**config.mk**
```make
export PLATFORM = sky130hd
export DESIGN_NAME = sb_arbiter_flat
export DESIGN_NICKNAME = d
export VERILOG_FILES = /design/src/rtl/sb_arbiter_pkg.sv /design/src/rtl/sb_arbiter_if.sv /design/src/rtl/sb_arbiter_lane_unit.sv /design/src/rtl/sb_arbiter.sv /design/src/flat_wrapper.sv
export SDC_FILE = /design/constraint.sdc
export NUM_CORES = 1
export LEC_CHECK = 0
export CAP_MARGIN = 20
export CORE_ASPECT_RATIO = 2
export CORE_MARGIN = 3
export CORE_UTILIZATION = 45
export CTS_BUF_LIST = sky130_fd_sc_hd__clkbuf_4 sky130_fd_sc_hd__clkbuf_8
export CTS_CLUSTER_SIZE = 24
export DETAILED_ROUTE_END_ITERATION = 8
export DONT_BUFFER_PORTS = 1
export PLACE_DENSITY_LB_ADDON = 0.15
export SYNTH_ARGS = -nofsm -noshare
export SYNTH_HDL_FRONTEND = slang
export SYNTH_SLANG_ARGS = --single-unit
```
**constraint.sdc**
```tcl
create_clock -name clk -period 6.5 [get_ports clk]
set_input_delay 1.3 -clock clk [delete_from_list [all_inputs] [get_ports clk]]
set_output_delay 1.3 -clock clk [all_outputs]
set_load 0.1 [all_outputs]
```
**src/rtl/sb_arbiter_pkg.sv**
```systemverilog
// -----------------------------------------------------------------------------
// sb_arbiter_pkg
// Shared definitions for the two-master system-bus arbiter in front of dmem:
//   - sl_mask_e   : access size codes carried on the byte_mask lines
//   - sb_state_e  : sequencer states (IDLE -> RD -> CAP -> WR)
//   - write-strobe and grant encodings
//   - req_valid() : a request counts only if it asks for a real access size
//   - lane_enables(): byte enables of a store for a given size and lane
// -----------------------------------------------------------------------------
package sb_arbiter_pkg;

    typedef enum logic [1:0] {
        SL_NONE = 2'b00,
        SL_B    = 2'b01,
        SL_H    = 2'b10,
        SL_W    = 2'b11
    } sl_mask_e;

    typedef enum logic [1:0] {
        ST_IDLE = 2'b00,
        ST_RD   = 2'b01,
        ST_CAP  = 2'b10,
        ST_WR   = 2'b11
    } sb_state_e;

    localparam logic WRITE_ENABLE  = 1'b1;
    localparam logic WRITE_DISABLE = 1'b0;

    localparam logic GRANT_M0 = 1'b0;
    localparam logic GRANT_M1 = 1'b1;

    // dmem is one 32-bit word of four byte lanes
    localparam int LANES = 4;

    // A request with size SL_NONE is treated as no request at all.
    function automatic logic req_valid(input logic re, input logic we,
                                       input logic [1:0] mask);
        return (re | we) && (mask != SL_NONE);
    endfunction

    // Byte enables for a store. Half-word lane is chosen by lane[1] only;
    // a misaligned lane[0] is silently ignored.
    function automatic logic [3:0] lane_enables(input sl_mask_e mask,
                                                input logic [1:0] lane);
        logic [3:0] be;
        case (mask)
            SL_B:    be = 4'b0001 << lane;
            SL_H:    be = lane[1] ? 4'b1100 : 4'b0011;
            SL_W:    be = 4'b1111;
            default: be = 4'b0000;
        endcase
        return be;
    endfunction

endpackage

```
**src/rtl/sb_arbiter_if.sv**
```systemverilog
// -----------------------------------------------------------------------------
// sb_arbiter_if
// One master's port onto the system-bus arbiter.
//   un_sign   : 1 = zero-extend loads, 0 = sign-extend
//   byte_mask : access size (sl_mask_e codes)
//   re / we   : read / write request, held until ready; we wins over re
//   addr      : byte address
//   wdata     : right-aligned store data
//   rdata     : extended load data, holds until this master's next read
//   ready     : one-cycle completion pulse
// modport master : the requesting side (core / debug / DMA)
// modport slave  : the arbiter side
// -----------------------------------------------------------------------------
interface sb_arbiter_if #(
    parameter int AW = 32,
    parameter int DW = 32
);
    logic          un_sign;
    logic [1:0]    byte_mask;
    logic          re;
    logic          we;
    logic [AW-1:0] addr;
    logic [DW-1:0] wdata;
    logic [DW-1:0] rdata;
    logic          ready;

    modport master (
        output un_sign, byte_mask, re, we, addr, wdata,
        input  rdata, ready
    );

    modport slave (
        input  un_sign, byte_mask, re, we, addr, wdata,
        output rdata, ready
    );
endinterface

```
**src/rtl/sb_arbiter_lane_unit.sv**
```systemverilog
// -----------------------------------------------------------------------------
// sb_arbiter_lane_unit  (purely combinational)
// Load path : pick the byte/half/word addressed by lane out of a dmem word and
//             sign- or zero-extend it.
// Store path: merge right-aligned store data into the lanes selected by
//             lane/mask, keeping the other lanes of the word read from dmem.
// Ports
//   lane      in  2   addr[1:0] of the access
//   mask      in  2   access size
//   un_sign   in  1   1 = zero-extend, 0 = sign-extend
//   rword     in  32  word read from dmem
//   wdata     in  32  right-aligned store data
//   load_data out 32  extended load result
//   merged    out 32  rword with the store lanes replaced
// -----------------------------------------------------------------------------
module sb_arbiter_lane_unit
    import sb_arbiter_pkg::*;
(
    input  logic [1:0]  lane,
    input  sl_mask_e    mask,
    input  logic        un_sign,
    input  logic [31:0] rword,
    input  logic [31:0] wdata,
    output logic [31:0] load_data,
    output logic [31:0] merged
);

    logic [7:0]  sel_byte;
    logic [15:0] sel_half;
    logic [3:0]  be;
    logic [31:0] wrep;

    always_comb begin
        sel_byte = 8'h00;
        case (lane)
            2'd0:    sel_byte = rword[7:0];
            2'd1:    sel_byte = rword[15:8];
            2'd2:    sel_byte = rword[23:16];
            default: sel_byte = rword[31:24];
        endcase
        sel_half = lane[1] ? rword[31:16] : rword[15:0];
    end

    always_comb begin
        load_data = '0;
        case (mask)
            SL_B:    load_data = {{24{~un_sign & sel_byte[7]}}, sel_byte};
            SL_H:    load_data = {{16{~un_sign & sel_half[15]}}, sel_half};
            SL_W:    load_data = rword;
            default: load_data = '0;
        endcase
    end

    // Replicate the store data across the word so every lane sees its bits
    // at the correct position; the byte enables decide which lanes take it.
    always_comb begin
        be   = lane_enables(mask, lane);
        wrep = wdata;
        case (mask)
            SL_B:    wrep = {4{wdata[7:0]}};
            SL_H:    wrep = {2{wdata[15:0]}};
            default: wrep = wdata;
        endcase
    end

    genvar gi;
    generate
        for (gi = 0; gi < LANES; gi++) begin : g_lane
            assign merged[8*gi +: 8] = be[gi] ? wrep[8*gi +: 8] : rword[8*gi +: 8];
        end
    endgenerate

endmodule

```
**src/rtl/sb_arbiter.sv**
```systemverilog
// -----------------------------------------------------------------------------
// sb_arbiter
// Two-master arbiter/sequencer for the single word-wide dmem port.
// m0 is the core load/store path, m1 a second master (debug/DMA). Grants are
// round-robin on ties; byte/half stores become read-modify-write because dmem
// only has rw/addr/wdata for whole words. One access is in flight at a time.
// Ports
//   clk, rst     system clock, synchronous active-high reset
//   m0, m1       master ports (sb_arbiter_if.slave)
//   s_rdata      dmem read data, valid one cycle after a read address
//   s_rw_o       1 = write s_wdata_o at s_addr_o this cycle
//   s_addr_o     word-aligned dmem address (zero outside RD/WR)
//   s_wdata_o    full-word write data (zero outside WR)
// Latency counted from the IDLE accept cycle (cycle 0):
//   full-word write ready at 1, read at 2, byte/half write at 3.
// -----------------------------------------------------------------------------
module sb_arbiter
    import sb_arbiter_pkg::*;
#(
    parameter int AW = 32,
    parameter int DW = 32
)(
    input  logic          clk,
    input  logic          rst,
    sb_arbiter_if.slave   m0,
    sb_arbiter_if.slave   m1,
    input  logic [DW-1:0] s_rdata,
    output logic          s_rw_o,
    output logic [AW-1:0] s_addr_o,
    output logic [DW-1:0] s_wdata_o
);

    sb_state_e     state_reg, state_next;
    logic          last_grant_reg;

    // Latched command: once accepted, the access completes even if the
    // master drops its request.
    logic          cmd_master_reg;
    logic          cmd_un_sign_reg;
    sl_mask_e      cmd_mask_reg;
    logic [AW-1:0] cmd_addr_reg;
    logic [DW-1:0] cmd_wdata_reg;
    logic          cmd_we_reg;

    // Word written in WR: store data for full writes, merged word otherwise
    logic [DW-1:0] wword_reg;
    logic [DW-1:0] rdata0_reg;
    logic [DW-1:0] rdata1_reg;

    logic          m0_valid, m1_valid;
    logic          pick_m1;
    logic          accept;
    logic          sel_un_sign;
    logic [1:0]    sel_mask;
    logic          sel_we;
    logic [AW-1:0] sel_addr;
    logic [DW-1:0] sel_wdata;

    logic [DW-1:0] load_data;
    logic [DW-1:0] merged;
    logic [AW-1:0] word_addr;
    logic          done;
    logic          rd_done;

    // ---------------------------------------------------------------- arbitration
    always_comb begin
        m0_valid = req_valid(m0.re, m0.we, m0.byte_mask);
        m1_valid = req_valid(m1.re, m1.we, m1.byte_mask);
        // On a tie the master that was not granted last time wins.
        pick_m1  = m1_valid & (~m0_valid | (last_grant_reg == GRANT_M0));
        accept   = (state_reg == ST_IDLE) & (m0_valid | m1_valid);

        sel_un_sign = pick_m1 ? m1.un_sign   : m0.un_sign;
        sel_mask    = pick_m1 ? m1.byte_mask : m0.byte_mask;
        sel_we      = pick_m1 ? m1.we        : m0.we;
        sel_addr    = pick_m1 ? m1.addr      : m0.addr;
        sel_wdata   = pick_m1 ? m1.wdata     : m0.wdata;
    end

    sb_arbiter_lane_unit u_lane (
        .lane      (cmd_addr_reg[1:0]),
        .mask      (cmd_mask_reg),
        .un_sign   (cmd_un_sign_reg),
        .rword     (s_rdata),
        .wdata     (cmd_wdata_reg),
        .load_data (load_data),
        .merged    (merged)
    );

    assign word_addr = {cmd_addr_reg[AW-1:2], 2'b00};

    // ---------------------------------------------------------------- next state
    always_comb begin
        state_next = state_reg;
        case (state_reg)
            ST_IDLE: begin
                if (accept) begin
                    state_next = (sel_we && (sel_mask == SL_W)) ? ST_WR : ST_RD;
                end
            end
            ST_RD:   state_next = ST_CAP;
            ST_CAP:  state_next = cmd_we_reg ? ST_WR : ST_IDLE;
            ST_WR:   state_next = ST_IDLE;
            default: state_next = ST_IDLE;
        endcase
    end

    // ---------------------------------------------------------------- outputs
    // Everything is forced low while rst is high so that an access aborted by
    // reset never issues its write or its ready pulse in the reset cycle.
    always_comb begin
        s_rw_o    = WRITE_DISABLE;
        s_addr_o  = '0;
        s_wdata_o = '0;
        done      = 1'b0;
        rd_done   = 1'b0;
        if (!rst) begin
            case (state_reg)
                ST_RD: begin
                    s_addr_o = word_addr;
                end
                ST_CAP: begin
                    rd_done = ~cmd_we_reg;
                    done    = ~cmd_we_reg;
                end
                ST_WR: begin
                    s_rw_o    = WRITE_ENABLE;
                    s_addr_o  = word_addr;
                    s_wdata_o = wword_reg;
                    done      = 1'b1;
                end
                default: ;
            endcase
        end
    end

    // Load data is shown in the same cycle as the ready pulse (straight from
    // the lane unit) and held in the per-master register afterwards.
    always_comb begin
        m0.ready = done & (cmd_master_reg == GRANT_M0);
        m1.ready = done & (cmd_master_reg == GRANT_M1);
        m0.rdata = '0;
        m1.rdata = '0;
        if (!rst) begin
            m0.rdata = (rd_done && cmd_master_reg == GRANT_M0) ? load_data : rdata0_reg;
            m1.rdata = (rd_done && cmd_master_reg == GRANT_M1) ? load_data : rdata1_reg;
        end
    end

    // ---------------------------------------------------------------- registers
    always_ff @(posedge clk) begin
        if (rst) begin
            state_reg       <= ST_IDLE;
            last_grant_reg  <= GRANT_M1;
            cmd_master_reg  <= GRANT_M0;
            cmd_un_sign_reg <= 1'b0;
            cmd_mask_reg    <= SL_NONE;
            cmd_addr_reg    <= '0;
            cmd_wdata_reg   <= '0;
            cmd_we_reg      <= 1'b0;
            wword_reg       <= '0;
            rdata0_reg      <= '0;
            rdata1_reg      <= '0;
        end else begin
            state_reg <= state_next;
            case (state_reg)
                ST_IDLE: begin
                    if (accept) begin
                        last_grant_reg  <= pick_m1;
                        cmd_master_reg  <= pick_m1;
                        cmd_un_sign_reg <= sel_un_sign;
                        cmd_mask_reg    <= sl_mask_e'(sel_mask);
                        cmd_addr_reg    <= sel_addr;
                        cmd_wdata_reg   <= sel_wdata;
                        cmd_we_reg      <= sel_we;
                        wword_reg       <= sel_wdata;
                    end
                end
                ST_CAP: begin
                    if (cmd_we_reg) begin
                        wword_reg <= merged;
                    end else if (cmd_master_reg == GRANT_M0) begin
                        rdata0_reg <= load_data;
                    end else begin
                        rdata1_reg <= load_data;
                    end
                end
                default: ;
            endcase
        end
    end

endmodule

```
**src/flat_wrapper.sv**
```systemverilog
// flat-port wrapper written by rule: the top's interface ports become plain ports
module sb_arbiter_flat import sb_arbiter_pkg::*;
#(
    parameter int AW = 32,
    parameter int DW = 32
)
  (clk, rst, s_rdata, s_rw_o, s_addr_o, s_wdata_o, m0_un_sign, m0_byte_mask, m0_re, m0_we, m0_addr, m0_wdata, m0_rdata, m0_ready, m1_un_sign, m1_byte_mask, m1_re, m1_we, m1_addr, m1_wdata, m1_rdata, m1_ready);
  sb_arbiter_if #(.AW(AW), .DW(DW)) m0_i ();
  sb_arbiter_if #(.AW(AW), .DW(DW)) m1_i ();
  input  logic clk;
  input  logic rst;
  input  logic [DW-1:0] s_rdata;
  output logic s_rw_o;
  output logic [AW-1:0] s_addr_o;
  output logic [DW-1:0] s_wdata_o;
  input wire logic [$bits(m0_i.un_sign)-1:0] m0_un_sign;
  input wire logic [$bits(m0_i.byte_mask)-1:0] m0_byte_mask;
  input wire logic [$bits(m0_i.re)-1:0] m0_re;
  input wire logic [$bits(m0_i.we)-1:0] m0_we;
  input wire logic [$bits(m0_i.addr)-1:0] m0_addr;
  input wire logic [$bits(m0_i.wdata)-1:0] m0_wdata;
  output wire logic [$bits(m0_i.rdata)-1:0] m0_rdata;
  output wire logic [$bits(m0_i.ready)-1:0] m0_ready;
  input wire logic [$bits(m1_i.un_sign)-1:0] m1_un_sign;
  input wire logic [$bits(m1_i.byte_mask)-1:0] m1_byte_mask;
  input wire logic [$bits(m1_i.re)-1:0] m1_re;
  input wire logic [$bits(m1_i.we)-1:0] m1_we;
  input wire logic [$bits(m1_i.addr)-1:0] m1_addr;
  input wire logic [$bits(m1_i.wdata)-1:0] m1_wdata;
  output wire logic [$bits(m1_i.rdata)-1:0] m1_rdata;
  output wire logic [$bits(m1_i.ready)-1:0] m1_ready;
  assign m0_i.un_sign = m0_un_sign;
  assign m0_i.byte_mask = m0_byte_mask;
  assign m0_i.re = m0_re;
  assign m0_i.we = m0_we;
  assign m0_i.addr = m0_addr;
  assign m0_i.wdata = m0_wdata;
  assign m0_rdata = m0_i.rdata;
  assign m0_ready = m0_i.ready;
  assign m1_i.un_sign = m1_un_sign;
  assign m1_i.byte_mask = m1_byte_mask;
  assign m1_i.re = m1_re;
  assign m1_i.we = m1_we;
  assign m1_i.addr = m1_addr;
  assign m1_i.wdata = m1_wdata;
  assign m1_rdata = m1_i.rdata;
  assign m1_ready = m1_i.ready;
  sb_arbiter #(.AW(AW), .DW(DW)) u_core (.clk(clk), .rst(rst), .m0(m0_i), .m1(m1_i), .s_rdata(s_rdata), .s_rw_o(s_rw_o), .s_addr_o(s_addr_o), .s_wdata_o(s_wdata_o));
endmodule
```
==> impl_results.md <==
* Cells after Synth at 1083
* Die area at 0.0223 mm2
* Clk buf depth at 2
* Post-Layout Cell Count at 1336
* I/O pin cnt at 303
* Worst min path class: reg -> reg
* Overall power at around 3.1 mW
* Main synth FF type: dfxtp_1
* DRT antenna net count at 0
* Initial core utilization at between 40% and 50%
* Initial antenna violation count at 0
* WS Path Type: reg -> out
* Worst-path maximum fanout at 20
* Fill cells at 1905
* Hold Crit Depth at 1
* Critical-path top delay cell: a211oi_4
* DRT Pass-1 Iters at 6
* GRT Overall Usage at 25.6%
* Pin count of the biggest net entering global routing at 181
* Status: complete, no violations
* Post-CTS Hold Fix Bufs at 0
* Final clock skew at 0.0182 ns
* Root Buffer: clkbuf_8
* Placed insts at 1301
* Required time of the critical path at 5.20 ns
* Starting DRT DRC Count at around 530
* Part of the cycle the worst path needs at 78.7%
* Gp weighted congestion at 0.880
* Synth-to-layout area growth at 16.3%
* Worst-Skew Late Latency at 0.47 ns
* Synth unique cells at 54
* CP startpoint: u_core.cmd_mask_reg[1]
* Final nets at 1237
* Reg2Reg Depth at 6
* Post-synth EDFFs at 0
* Max Transition Viols Final at 0
* HPWL reported at the end of detailed placement at 21500 um
* Post-synthesis register bit count at 168
* Syn Area/Cell at 8.49 um2
* FP Rows at 73
* Dpl cell area at slightly above 0.01 mm2
* H-tree levels at 4
* Reg area at 0.00336 mm2
* Postcts setup bufs at 0
* Synth Warn # at 0
* Antenna diodes at 0
* CP max stage delay at 0.95 ns
* DR vias at 8231
* Slew headroom at 18.5%
* CTS sink count at 168
* Post-Syn Area at 0.00920 mm2
* Worst Setup Start Kind: register
* Worst EP arrival at roughly 3.8 ns
* RSZ-0062 raised after global routing: no
* Die Wd at 107 um
* Clock transition at the registers of the reported paths at 0.10 ns
* RR Startpoint: u_core.cmd_mask_reg[0]
* Fmax at 196 MHz
* HP Start: u_core.wword_reg[6]
* Commonest non-fill, non-tap cell in the layout: dfxtp_1
* Post-CTS Resized at 0
* Register area share after synthesis at 36.6%
* Final wirelength at 29500 um
* Remaining routing DRC violations at 0
* Max_cap viols at 0
* PD cells at 292 mW/mm2
* Core box area at 0.0200 mm2
* Worst path cell trace: inv_1, ha_1, nand2b_1, o22a_1, or3_1, o21a_4, a211oi_4
* Die height at about 210 um
* Vias in the first global route at 7785
* Leak at just under 4 nW
* GRT overflow at 0
* Inserted Clock Buffers at 17
* Peak supply drop at between 0.0001 and 0.00015 V
* Crit path capture type: primary output
* Asr flop ratio synth at 0%
* Most frequent cells in the layout: dfxtp_1, nor2_1, a211oi_1
* IO buf count at 0
* Min cycle time layout at about 5 ns
* R2r setup slk at 3.34 ns
* Layout cells sized above 1 at 18.6%
* Cell area after layout at 0.0107 mm2
* Setup_tns at 0 ns
* CTS tree: yes
* Worst Tran Pin Value at 1.22 ns
* Final core occ at 53.5%
* Global-route wire length before repair at 44600 um
* Final hold viol count at 0
* Area of the multi-input gates at 0.00597 mm2
* Final setup vio count at 0
* Number of vias per cell at 6.16
* WL per Instance at 22.1 um
kinds of logic (layout without fill, tap and decap cells):
family                     Yosys count  after routing  share of synthesized area (%)
buffers and inverters              134            124                           6.33
AOI/OAI and AO/OA                  369            369                           29.8
adders and majority gates            4              4                          0.544
muxes                               84             84                           9.24
other                                1              2                         0.0408
and+or+nand+nor                    323            323                           17.5
DFF                                168            168                           36.6
metrics by stage:
stage          hold slack, ns  worst slack [ns]
2_1_floorplan           0.434             0.400
3_3_place_gp            0.446              1.89
3_5_place_dp            0.453              1.88
4_1_cts                 0.477              1.36
5_1_grt                 0.488              1.19
6_report                0.472              1.39
per-layer routing:
layer	GRT usage, %	vias up	part of all wire [%]
li1	-	3977	-
met1	29.1	3879	37
met2	45.9	319	53
met3	5.62	56	7.1
met4	9.62	0	3.1
met5	0	-	0
power breakdown:
| group | leakage, nW | internal [mW] | switching (mW) |
|---|---|---|---|
| Sequential | 1.38 | 1.18 | 0.106 |
| Clock | 0.191 | 0.323 | 0.415 |
| Combinational | 2.36 | 0.348 | 0.758 |
critical path: cells and delay by family, from the launching register on:
| family | cells | cell delay, ns |
|---|---|---|
| buf+inv | 1 | 0.08 |
| compound gates | 3 | 1.47 |
| flops | 1 | 0.35 |
| simple gates | 2 | 0.80 |
| fa+ha+maj | 1 | 0.65 |
worst paths after layout:
kind | to
setup / recovery | m1_rdata[10]
hold / removal | u_core.wword_reg[6]
setup reg to reg | u_core.wword_reg[6]
hold reg to reg | u_core.wword_reg[6]
cells in the mapped netlist, types with 27 or more instances:
cell      count  area share (%)
a211oi_1     97             7.9
clkbuf_1     71             2.9
a21oi_1      36             2.0
dfxtp_1     168              37
o32ai_1      28             2.7
nand2_1      79             3.2
o22ai_1      66             4.5
mux2i_1      77             8.4
and3_1       35             2.4
o21ai_0      34             1.9
a32o_1       27             2.9
nand2b_1     47             3.2
nor2_1       99             4.0
and2_1       32             2.2
final cells by class:
cell class / instances / share of cell area [%]
Multi-Input combinational cell: 782 / 55.8
Clock inverter: 13 / 1.26
Timing Repair Buffer: 74 / 5.43
Tap cell: 262 / 3.07
Clock buffer: 19 / 2.33
Sequential cell: 168 / 31.5
Inverter: 18 / 0.632
Power figures use the tool's default switching activity.
